### src/rtl/muldiv_unit_pkg.sv
// Shared constants, control payload and helpers for the RV32M multiply/divide unit.
package muldiv_unit_pkg;

  localparam int unsigned XLEN = 32;

  localparam logic [2:0] FUNCT3_MUL    = 3'b000;
  localparam logic [2:0] FUNCT3_MULH   = 3'b001;
  localparam logic [2:0] FUNCT3_MULHSU = 3'b010;
  localparam logic [2:0] FUNCT3_MULHU  = 3'b011;
  localparam logic [2:0] FUNCT3_DIV    = 3'b100;
  localparam logic [2:0] FUNCT3_DIVU   = 3'b101;
  localparam logic [2:0] FUNCT3_REM    = 3'b110;
  localparam logic [2:0] FUNCT3_REMU   = 3'b111;

  localparam logic [XLEN-1:0] INT_MIN = {1'b1, {(XLEN-1){1'b0}}};

  // Per-instruction control captured when the op is accepted
  typedef struct packed {
    logic mul_lo;
    logic sign_a;
    logic sign_b;
    logic is_rem;
    logic neg_quo;
    logic neg_rem;
  } muldiv_ctl_t;

  function automatic logic [XLEN-1:0] neg_if(input logic [XLEN-1:0] v, input logic neg);
    return neg ? XLEN'(-v) : v;
  endfunction

endpackage

### src/rtl/div_core.sv
// Unsigned restoring divider: one quotient bit per cycle, done WIDTH cycles after start.
module div_core #(
  parameter int unsigned WIDTH = 32
) (
  input  logic             clk,
  input  logic             rst,
  input  logic             start,
  input  logic [WIDTH-1:0] dividend,
  input  logic [WIDTH-1:0] divisor,
  output logic             busy,
  output logic             done,
  output logic [WIDTH-1:0] quotient,
  output logic [WIDTH-1:0] remainder
);

  localparam int unsigned CNT_W = $clog2(WIDTH) + 1;

  logic [WIDTH-1:0]   divisor_q;
  logic [WIDTH-1:0]   rem_q;
  logic [WIDTH-1:0]   quo_q;
  logic [CNT_W-1:0]   cnt;
  logic [2*WIDTH-1:0] first_step;
  logic [2*WIDTH-1:0] next_step;

  // Shift in the next dividend bit; subtract if it fits. Returns {rem, quo}.
  function automatic logic [2*WIDTH-1:0] restore_step(
    input logic [WIDTH-1:0] rem,
    input logic [WIDTH-1:0] quo,
    input logic [WIDTH-1:0] dvs
  );
    logic [WIDTH:0] shifted;
    logic [WIDTH:0] diff;
    shifted = {rem, quo[WIDTH-1]};
    diff    = shifted - {1'b0, dvs};
    if (!diff[WIDTH]) return {diff[WIDTH-1:0], quo[WIDTH-2:0], 1'b1};
    return {shifted[WIDTH-1:0], quo[WIDTH-2:0], 1'b0};
  endfunction

  // The load cycle already performs the first iteration
  assign first_step = restore_step('0, dividend, divisor);
  assign next_step  = restore_step(rem_q, quo_q, divisor_q);

  always_ff @(posedge clk) begin
    if (rst) begin
      busy      <= 1'b0;
      done      <= 1'b0;
      cnt       <= '0;
      divisor_q <= '0;
      rem_q     <= '0;
      quo_q     <= '0;
    end else begin
      done <= 1'b0;
      if (start) begin
        busy           <= 1'b1;
        cnt            <= CNT_W'(WIDTH - 1);
        divisor_q      <= divisor;
        {rem_q, quo_q} <= first_step;
      end else if (busy) begin
        {rem_q, quo_q} <= next_step;
        cnt            <= cnt - CNT_W'(1);
        if (cnt == CNT_W'(1)) begin
          busy <= 1'b0;
          done <= 1'b1;
        end
      end
    end
  end

  assign quotient  = quo_q;
  assign remainder = rem_q;

endmodule

### src/rtl/muldiv_unit.sv
// RV32M execute-stage unit: 2-cycle multiplier, restoring divider, special-case shortcuts.
import muldiv_unit_pkg::*;

module muldiv_unit (
  input  logic            clk,
  input  logic            rst,
  input  logic            m_valid,
  input  logic [2:0]      funct3,
  input  logic [XLEN-1:0] op_a,
  input  logic [XLEN-1:0] op_b,
  output logic            stall,
  output logic [XLEN-1:0] result,
  output logic            result_valid
);

  localparam int unsigned PW = 2 * XLEN;

  typedef enum logic [1:0] {IDLE, MUL, DIV, DONE} state_t;

  state_t            state;
  state_t            next_state;
  muldiv_ctl_t       ctl_d;
  muldiv_ctl_t       ctl_q;
  logic [XLEN-1:0]   a_q;
  logic [XLEN-1:0]   b_q;
  logic              is_div;
  logic              is_signed;
  logic              by_zero;
  logic              overflow;
  logic              capture;
  logic              load_result;
  logic              div_start;
  logic [XLEN-1:0]   load_val;
  logic [XLEN-1:0]   special_res;
  logic [XLEN-1:0]   mag_a;
  logic [XLEN-1:0]   mag_b;
  logic signed [XLEN:0] mul_a;
  logic signed [XLEN:0] mul_b;
  logic signed [PW-1:0] prod;
  logic              div_busy;
  logic              div_done;
  logic [XLEN-1:0]   div_quo;
  logic [XLEN-1:0]   div_rem;

  // Decode of the instruction currently in EX
  always_comb begin
    ctl_d     = '0;
    is_div    = 1'b0;
    is_signed = 1'b0;
    case (funct3)
      FUNCT3_MUL:    ctl_d.mul_lo = 1'b1;
      FUNCT3_MULH:   begin ctl_d.sign_a = 1'b1; ctl_d.sign_b = 1'b1; end
      FUNCT3_MULHSU: ctl_d.sign_a = 1'b1;
      FUNCT3_MULHU:  begin end
      FUNCT3_DIV:    begin is_div = 1'b1; is_signed = 1'b1; end
      FUNCT3_DIVU:   is_div = 1'b1;
      FUNCT3_REM:    begin is_div = 1'b1; is_signed = 1'b1; ctl_d.is_rem = 1'b1; end
      FUNCT3_REMU:   begin is_div = 1'b1; ctl_d.is_rem = 1'b1; end
      default:       begin end
    endcase
    ctl_d.neg_quo = is_signed & (op_a[XLEN-1] ^ op_b[XLEN-1]);
    ctl_d.neg_rem = is_signed & op_a[XLEN-1];
  end

  assign by_zero     = (op_b == '0);
  assign overflow    = is_signed && (op_a == INT_MIN) && (op_b == '1);
  assign special_res = ctl_d.is_rem ? (by_zero ? op_a : '0) : (by_zero ? '1 : INT_MIN);
  assign mag_a       = neg_if(op_a, ctl_d.neg_rem);
  assign mag_b       = neg_if(op_b, is_signed & op_b[XLEN-1]);

  // Low 64 bits of the 33x33 signed product are all that any MUL variant needs
  assign mul_a = {ctl_q.sign_a & a_q[XLEN-1], a_q};
  assign mul_b = {ctl_q.sign_b & b_q[XLEN-1], b_q};
  assign prod  = PW'(mul_a) * PW'(mul_b);

  div_core #(.WIDTH(XLEN)) u_div_core (
    .clk       (clk),
    .rst       (rst),
    .start     (div_start),
    .dividend  (mag_a),
    .divisor   (mag_b),
    .busy      (div_busy),
    .done      (div_done),
    .quotient  (div_quo),
    .remainder (div_rem)
  );

  always_ff @(posedge clk) begin
    if (rst) state <= IDLE;
    else     state <= next_state;
  end

  always_comb begin
    next_state  = state;
    capture     = 1'b0;
    load_result = 1'b0;
    load_val    = '0;
    div_start   = 1'b0;
    case (state)
      IDLE: begin
        if (m_valid) begin
          capture = 1'b1;
          if (!is_div) begin
            next_state = MUL;
          end else if (by_zero || overflow) begin
            next_state  = DONE;
            load_result = 1'b1;
            load_val    = special_res;
          end else begin
            next_state = DIV;
            div_start  = 1'b1;
          end
        end
      end
      MUL: begin
        if (!m_valid) begin
          next_state = IDLE;
        end else begin
          next_state  = DONE;
          load_result = 1'b1;
          load_val    = ctl_q.mul_lo ? prod[XLEN-1:0] : prod[PW-1:XLEN];
        end
      end
      DIV: begin
        if (!m_valid) begin
          next_state = IDLE;
        end else if (div_done) begin
          next_state  = DONE;
          load_result = 1'b1;
          load_val    = ctl_q.is_rem ? neg_if(div_rem, ctl_q.neg_rem)
                                     : neg_if(div_quo, ctl_q.neg_quo);
        end else if (!div_busy) begin
          next_state = IDLE;
        end
      end
      DONE: next_state = IDLE;
      default: next_state = IDLE;
    endcase
  end

  always_ff @(posedge clk) begin
    if (rst) begin
      ctl_q        <= '0;
      a_q          <= '0;
      b_q          <= '0;
      result       <= '0;
      result_valid <= 1'b0;
    end else begin
      result_valid <= load_result;
      if (capture) begin
        ctl_q <= ctl_d;
        a_q   <= op_a;
        b_q   <= op_b;
      end
      if (load_result) result <= load_val;
    end
  end

  // DONE releases the pipeline; reset must never leave a stall asserted
  assign stall = m_valid && (state != DONE) && !rst;

endmodule

### config.mk
export PLATFORM = sky130hd
export DESIGN_NAME = muldiv_unit
export DESIGN_NICKNAME = d
export VERILOG_FILES = /design/src/rtl/muldiv_unit_pkg.sv /design/src/rtl/div_core.sv /design/src/rtl/muldiv_unit.sv
export SDC_FILE = /design/constraint.sdc
export NUM_CORES = 2
export LEC_CHECK = 0
export CORE_AREA = 2 2 452 275
export CTS_CLUSTER_SIZE = 25
export DETAILED_ROUTE_END_ITERATION = 10
export DIE_AREA = 0 0 454 277
export DONT_BUFFER_PORTS = 1
export HOLD_SLACK_MARGIN = 0.06
export SLEW_MARGIN = 20
export SYNTH_ARGS = -nofsm -noshare
export SYNTH_HDL_FRONTEND = slang
export SYNTH_SLANG_ARGS = --single-unit
export TNS_END_PERCENT = 5
### constraint.sdc
create_clock -name clk -period 11.38 [get_ports clk]
set_input_delay 0 -clock clk [delete_from_list [all_inputs] [get_ports clk]]
set_output_delay 0 -clock clk [all_outputs]
set_load 0.02 [all_outputs]
## Yosys cells after proc, flatten, opt, wreduce, memory -nomap -nowiden

Index checks and enable logic that the tools add are counted.

- Register bits: 209
- Input bits: 70
- Output and inout port bits: 34
- Logic and storage cells: 119

- $add $sub $neg: 7
- Multipliers: 1
- Equal/unequal tests: 15
- Multiplexer cells: 54
- Bitwise logic cells: 7
- Reductions and logical operators: 17

Operators by type and width:

| operator | count |
|---|---|
| 32-bit two-way mux | 18 |
| 64-bit two-way mux | 2 |
| 32-bit negation | 4 |
| 32-bit case mux with 3 select lines | 1 |
| 32-bit == test (second input constant) | 2 |
| 33-bit by 33-bit multiplier with 64-bit output | 1 |
| 1-bit by 32-bit subtractor with 33-bit output | 1 |
| 33-bit by 32-bit subtractor with 33-bit output | 1 |
| 32-bit zero test | 1 |
| 31-bit two-way mux | 1 |
| 1-bit two-way mux | 22 |
| 3-bit == test (second input constant) | 4 |
| 2-bit two-way mux | 6 |
| 5-bit two-way mux | 2 |
| 2-bit case mux with 4 select lines | 1 |
| 2-bit OR reduction | 4 |
| 6-bit by 1-bit == test with 1-bit output (second input constant) | 1 |
| 6-bit by 1-bit subtractor with 6-bit output (second input constant) | 1 |
| 1-bit AND | 5 |
| 2-bit == test (second input constant) | 2 |
| 1-bit logical AND | 4 |
| 2-bit != test (second input constant) | 2 |
| 4-bit != test (second input constant) | 1 |
| 4-bit OR reduction | 1 |
| 13 further kinds | 13 |

## Depth between registers and ports, before layout

- Word-level depth: 11
- Gate-level depth with buffers: 31
- Depth with buffers taken out: 28

## By module

From an unflattened synthesis, not the netlist that was laid out.

- Cell total of the unflattened synthesis: 6106
- Area total of the unflattened synthesis: 52198.8 µm²

Modules (own cells, without submodules):

| module | instances | cells an instance | area an instance (µm²) |
|---|---|---|---|
| muldiv_unit | 1 | 5271 | 45587.5 |
| div_core | 1 | 835 | 6611.3 |

## Worst setup path before layout

No wires, ideal clock.

- Kind: reg2reg
- Start: register ctl_q[4] (netlist name)
- End: register result[28]
- Setup time: 0.120 ns
- Arrival: 8.187 ns
- Data required time: 11.260 ns
- Slack: 3.073 ns
- Stages on the path, launching flop included: 32
- Path through: dfxtp_1 -> and2_1 -> clkbuf_1 -> clkbuf_1 -> nand2_1 -> inv_1 -> fa_1 -> inv_1 -> fa_1 -> inv_1 -> fa_1 -> fa_1 -> inv_1 -> fa_1 -> inv_1 -> fa_1 -> inv_1 -> fa_1 -> fa_1 -> inv_1 -> ha_1 -> clkbuf_1 -> a21o_1 -> a21o_1 -> a21o_1 -> a21o_1 -> a21o_1 -> a21o_1 -> a211oi_1 -> o211a_1 -> nor2_1 -> a211o_1

- Cells in the longest elaborated chain, start to end: 5

RTL lines:

| element | RTL line | RTL |
|---|---|---|
| from (decl) | muldiv_unit.sv:23 | `muldiv_ctl_t ctl_q;` |
| from (signal assigned) | muldiv_unit.sv:151 | `ctl_q <= ctl_d;` |
| 1-bit AND | muldiv_unit.sv:72 | `assign mul_a = {ctl_q.sign_a & a_q[XLEN-1], a_q};` |
| 33-bit by 33-bit multiplier with 64-bit output | muldiv_unit.sv:74 | `assign prod = PW'(mul_a) * PW'(mul_b);` |
| 32-bit two-way mux | muldiv_unit.sv:121 | `load_val = ctl_q.mul_lo ? prod[XLEN-1:0] : prod[PW-1:XLEN];` |
| 32-bit two-way mux | muldiv_unit.sv:116 | `if (!m_valid) begin` |
| 32-bit case mux with 3 select lines | muldiv_unit.sv:99 | `case (state)` |
| to (signal assigned) | muldiv_unit.sv:155 | `if (load_result) result <= load_val;` |
| to (decl) | muldiv_unit.sv:12 | `output logic [XLEN-1:0] result,` |

No other way between the ends.
A chain may end at the register's enable or synchronous reset.

## Worst setup path after layout

- Start: register ctl_q[4] (netlist name)
- End: register result[31]

The elaborated chain is that of the path after synthesis.

==> run_results.csv <==
group,metric,value,unit
die,die_x,454,um
finish,final_util,0.450,
power,cellPowerDensity,73.4,nW/um^2
worst_hold_path,min_from,"op_a[31]",
routing,ant_nets,0,
power,vdd_drop_max,0.000111,V
power,report.power.total,0.00404,W
finish,layout_commonest_cell,"inv_1",
routing,detail_route.iter0.violations,4268,
finish,nNetsFinal,7325,
global_routing,grt_overflow,0,
finish,syn_to_final_growth,5.97,%
sta,skew,0.0219,ns
global_routing,grt_pass1_vias,42148,
clocking,cts_sinks,209,
clocking,clk_pin_slew_worst_paths,0.08,ns
worst_setup_path,timing.rr.start,"ctl_q[4]$_SDFFE_PP0P_",
place,io_buffers,0,
routing,routed_wl,168000,um
sta,rsz0062_at_grt,"false",
die,pin_count,104,
worst_setup_path,cp.required,11.86,ns
routing,via_count,41767,
sta,hold_violations,0,
clocking,root_buffer,"clkbuf_16",
sta,timing.fmax,103,MHz
synthesis,synth_edf_count,0,
routing,first_pass_iters,6,
clocking,cts_buffers,22,
sta,final_max_slew_viol_count,0,
finish,mostFrequentLayoutCells,"1184 x inv_1, 1125 x fa_1, 976 x nand2_1",
worst_setup_path,path_max_fanout,19,
global_routing,grt_pass1_wl,265000,um
synthesis,yosys_warnings,0,
synthesis,ys_seq_area_frac,0.0807,
synthesis,synth_area_leaders,"fa_1 43%, inv_1 8.6%, dfxtp_1 8.1%",
synthesis,synth_top_cell_by_area,"fa_1",
clocking,cts_tree,"yes",
synthesis,synth_ff_type,"dfxtp_1",
die,die_h,277,um
worst_setup_path,slowest_stage,"dfxtp_1",
global_routing,track_usage,0.273,
synthesis,ys_ff_latch,209,
worst_setup_path,start_kind,"flop",
worst_setup_path,cpPeakStageDelay,0.87,ns
place,gp_congestion,0.975,
die,initial_core_util,0.424,
die,floorplan.die_area,126000,um^2
finish,fill_cells,12061,
synthesis,synth_cell_types,88,
clocking,htreeDepth,1,
routing,avgRoutedWirePerCell,22.3,um
outcome,status,"finished clean",
sta,fin_tns_setup,0,ns
synthesis,postSynthAreaPerCell,8.60,um^2
finish,final_area,55000,um^2
sta,layout_min_cycle_time,9.73,ns
sta,hold_ws,0.101,ns
synthesis,synth_top_area_frac,0.435,
synthesis,syn_nets,7482,
die,coreArea,122000,um^2
worst_hold_path,hp-class,"input pin to flop",
sta,relSlewSlack,0.217,
worst_setup_path,timing_worst_setup_path_type,"flop to flop",
routing,drc,0,
routing,vias_per_cell,5.55,
sta,setup_violations,0,
sta,worst_pin_slew,1.17,ns
finish,drive_gt1_frac,0.0312,
worst_setup_path,cp_cell_sequence,"and2_1, nand2_1, inv_1, fa_1, inv_1, fa_1, inv_1, fa_1, fa_1, inv_1, fa_1, inv_1, fa_1, inv_1, fa_1, fa_1, inv_1, ha_1, nand2_1, or4_1, o21ai_0, a2111oi_0, o31ai_1",
place,dp_hpwl,133000,um
power,leakage,25.4,nW
global_routing,antenna_found_initial,3,
worst_setup_path,crit_top_cell,"fa_1",
worst_setup_path,cp-startpoint,"ctl_q[4]$_SDFFE_PP0P_",
synthesis,synthArstFlopShare,0,
sta,finalCritPeriodShare,0.855,
clocking,clock_path_buffers,3,
worst_setup_path,worst_setup_path_end_kind,"flop",
worst_setup_path,critPathArrivalTime,10.21,ns
global_routing,grt_max_degree,187,
synthesis,synth_area,51900,um^2
die,row_count,100,
clocking,clkLatencyLatePin,0.57,ns
run,cap_violations,0,
place,dpl_cell_area,53200,um^2
synthesis,synth_cells,6033,
clocking,ctsResizeCount,0,
## worst max-delay path: cells and delay by family, from the launching register on
family | cells | cell delay (ns)
adder cells (fa/ha/maj) | 9 | 4.71
AND/OR/NAND/NOR | 4 | 1.66
AO/OA/AOI/OAI | 3 | 1.31
buffers and inverters | 7 | 1.07
flip-flops | 1 | 0.87
## flip-flops by register name, indices dropped and copies added, names as in the netlist
| name | cells |
|---|---|
| state | 2 |
| a_q | 32 |
| b_q | 32 |
| u_div_core.quotient | 32 |
| u_div_core.divisor_q | 32 |
| result_valid | 1 |
| result | 32 |
| u_div_core.done | 1 |
| u_div_core.remainder | 32 |
| ctl_q | 6 |
| u_div_core.busy | 1 |
| u_div_core.cnt | 6 |
## worst paths after layout
kind,slack [ns],depth (start not counted),endpoint
worst max-delay path,1.65,23,result[31]$_SDFFE_PP0P_
worst min-delay path,0.10,3,ctl_q[0]$_SDFFE_PP0P_
worst max register to register,1.65,23,result[31]$_SDFFE_PP0P_
worst min register to register,0.46,2,a_q[4]$_SDFFE_PP0P_
## cell usage after synthesis (7+ instances only)
| cell type | n |
|---|---|
| a41oi_1 | 7 |
| nand2b_1 | 24 |
| a21o_1 | 50 |
| a21oi_1 | 221 |
| fa_1 | 1126 |
| inv_1 | 1184 |
| buf_2 | 15 |
| o21ai_0 | 165 |
| xnor2_1 | 132 |
| o211ai_1 | 23 |
| nor2b_1 | 14 |
| o22ai_1 | 8 |
| or4_1 | 18 |
| mux2i_1 | 57 |
| nor3_1 | 37 |
| and3_1 | 34 |
| xor2_1 | 81 |
| or3_1 | 21 |
| clkbuf_1 | 336 |
| nand3_1 | 37 |
| o21bai_1 | 8 |
| o21a_1 | 16 |
| a31oi_1 | 16 |
| o41ai_1 | 21 |
| nor4_1 | 18 |
| or2_2 | 15 |
| nor2_1 | 235 |
| a221oi_1 | 20 |
| buf_1 | 12 |
| o221ai_1 | 9 |
| a21boi_0 | 11 |
| a211oi_1 | 85 |
| and2_1 | 351 |
| o31ai_1 | 32 |
| ha_1 | 253 |
| nand4_1 | 36 |
| a211oi_2 | 10 |
| dfxtp_1 | 209 |
| nand2_1 | 977 |
## logic make-up (layout without fill, tap and decap cells)
logic type	Yosys count	in the layout	share of synthesized area
AND/OR/NAND/NOR	1853	1853	0.167
buffers and inverters	1553	1412	0.113
adder cells (fa/ha/maj)	1379	1379	0.496
AO/OA/AOI/OAI	766	766	0.0961
XOR/XNOR	213	213	0.0360
flip-flops	209	209	0.0807
multiplexers	60	60	0.0116
other	0	3	0
## repair_timing
item,4_1_cts,5_1_grt
hold endpoints to repair,201,0
setup buffers,0,0
hold buffers,104,0
## routing by layer
layer / up-vias / wire length (um) / track usage
li1: 18148 / - / -
met1: 21365 / 78700 / 0.436
met2: 2056 / 67700 / 0.376
met3: 198 / 18600 / 0.0635
met4: 0 / 2900 / 0.0380
met5: - / 0 / 0
## power breakdown
part	switching, W	internal (W)	total, W
combinational	0.00148	0.000826	0.00231
clock	0.000368	0.000440	0.000809
sequential	0.000128	0.000792	0.000920
## layout make-up
type                       instances  area (um^2)  area share
clock inverter                     7         96.3     0.00175
clock buffer                      33          643      0.0117
multi-input combinational       4271        41800       0.761
antenna                            3         7.51    0.000137
sequential                       209         4190      0.0763
inverter                        1184         4440      0.0808
timing repair buffer             188         1700      0.0310
tap                             1632         2040      0.0371
## through the flow
step	worst slack, ns	std cells
CTS	1.76	7524
detailed placement	1.76	7380
global placement	1.98	7380
global route	1.08	7525
floorplan	3.07	6033
finish	1.65	7527
Power figures use the tool's default switching activity.
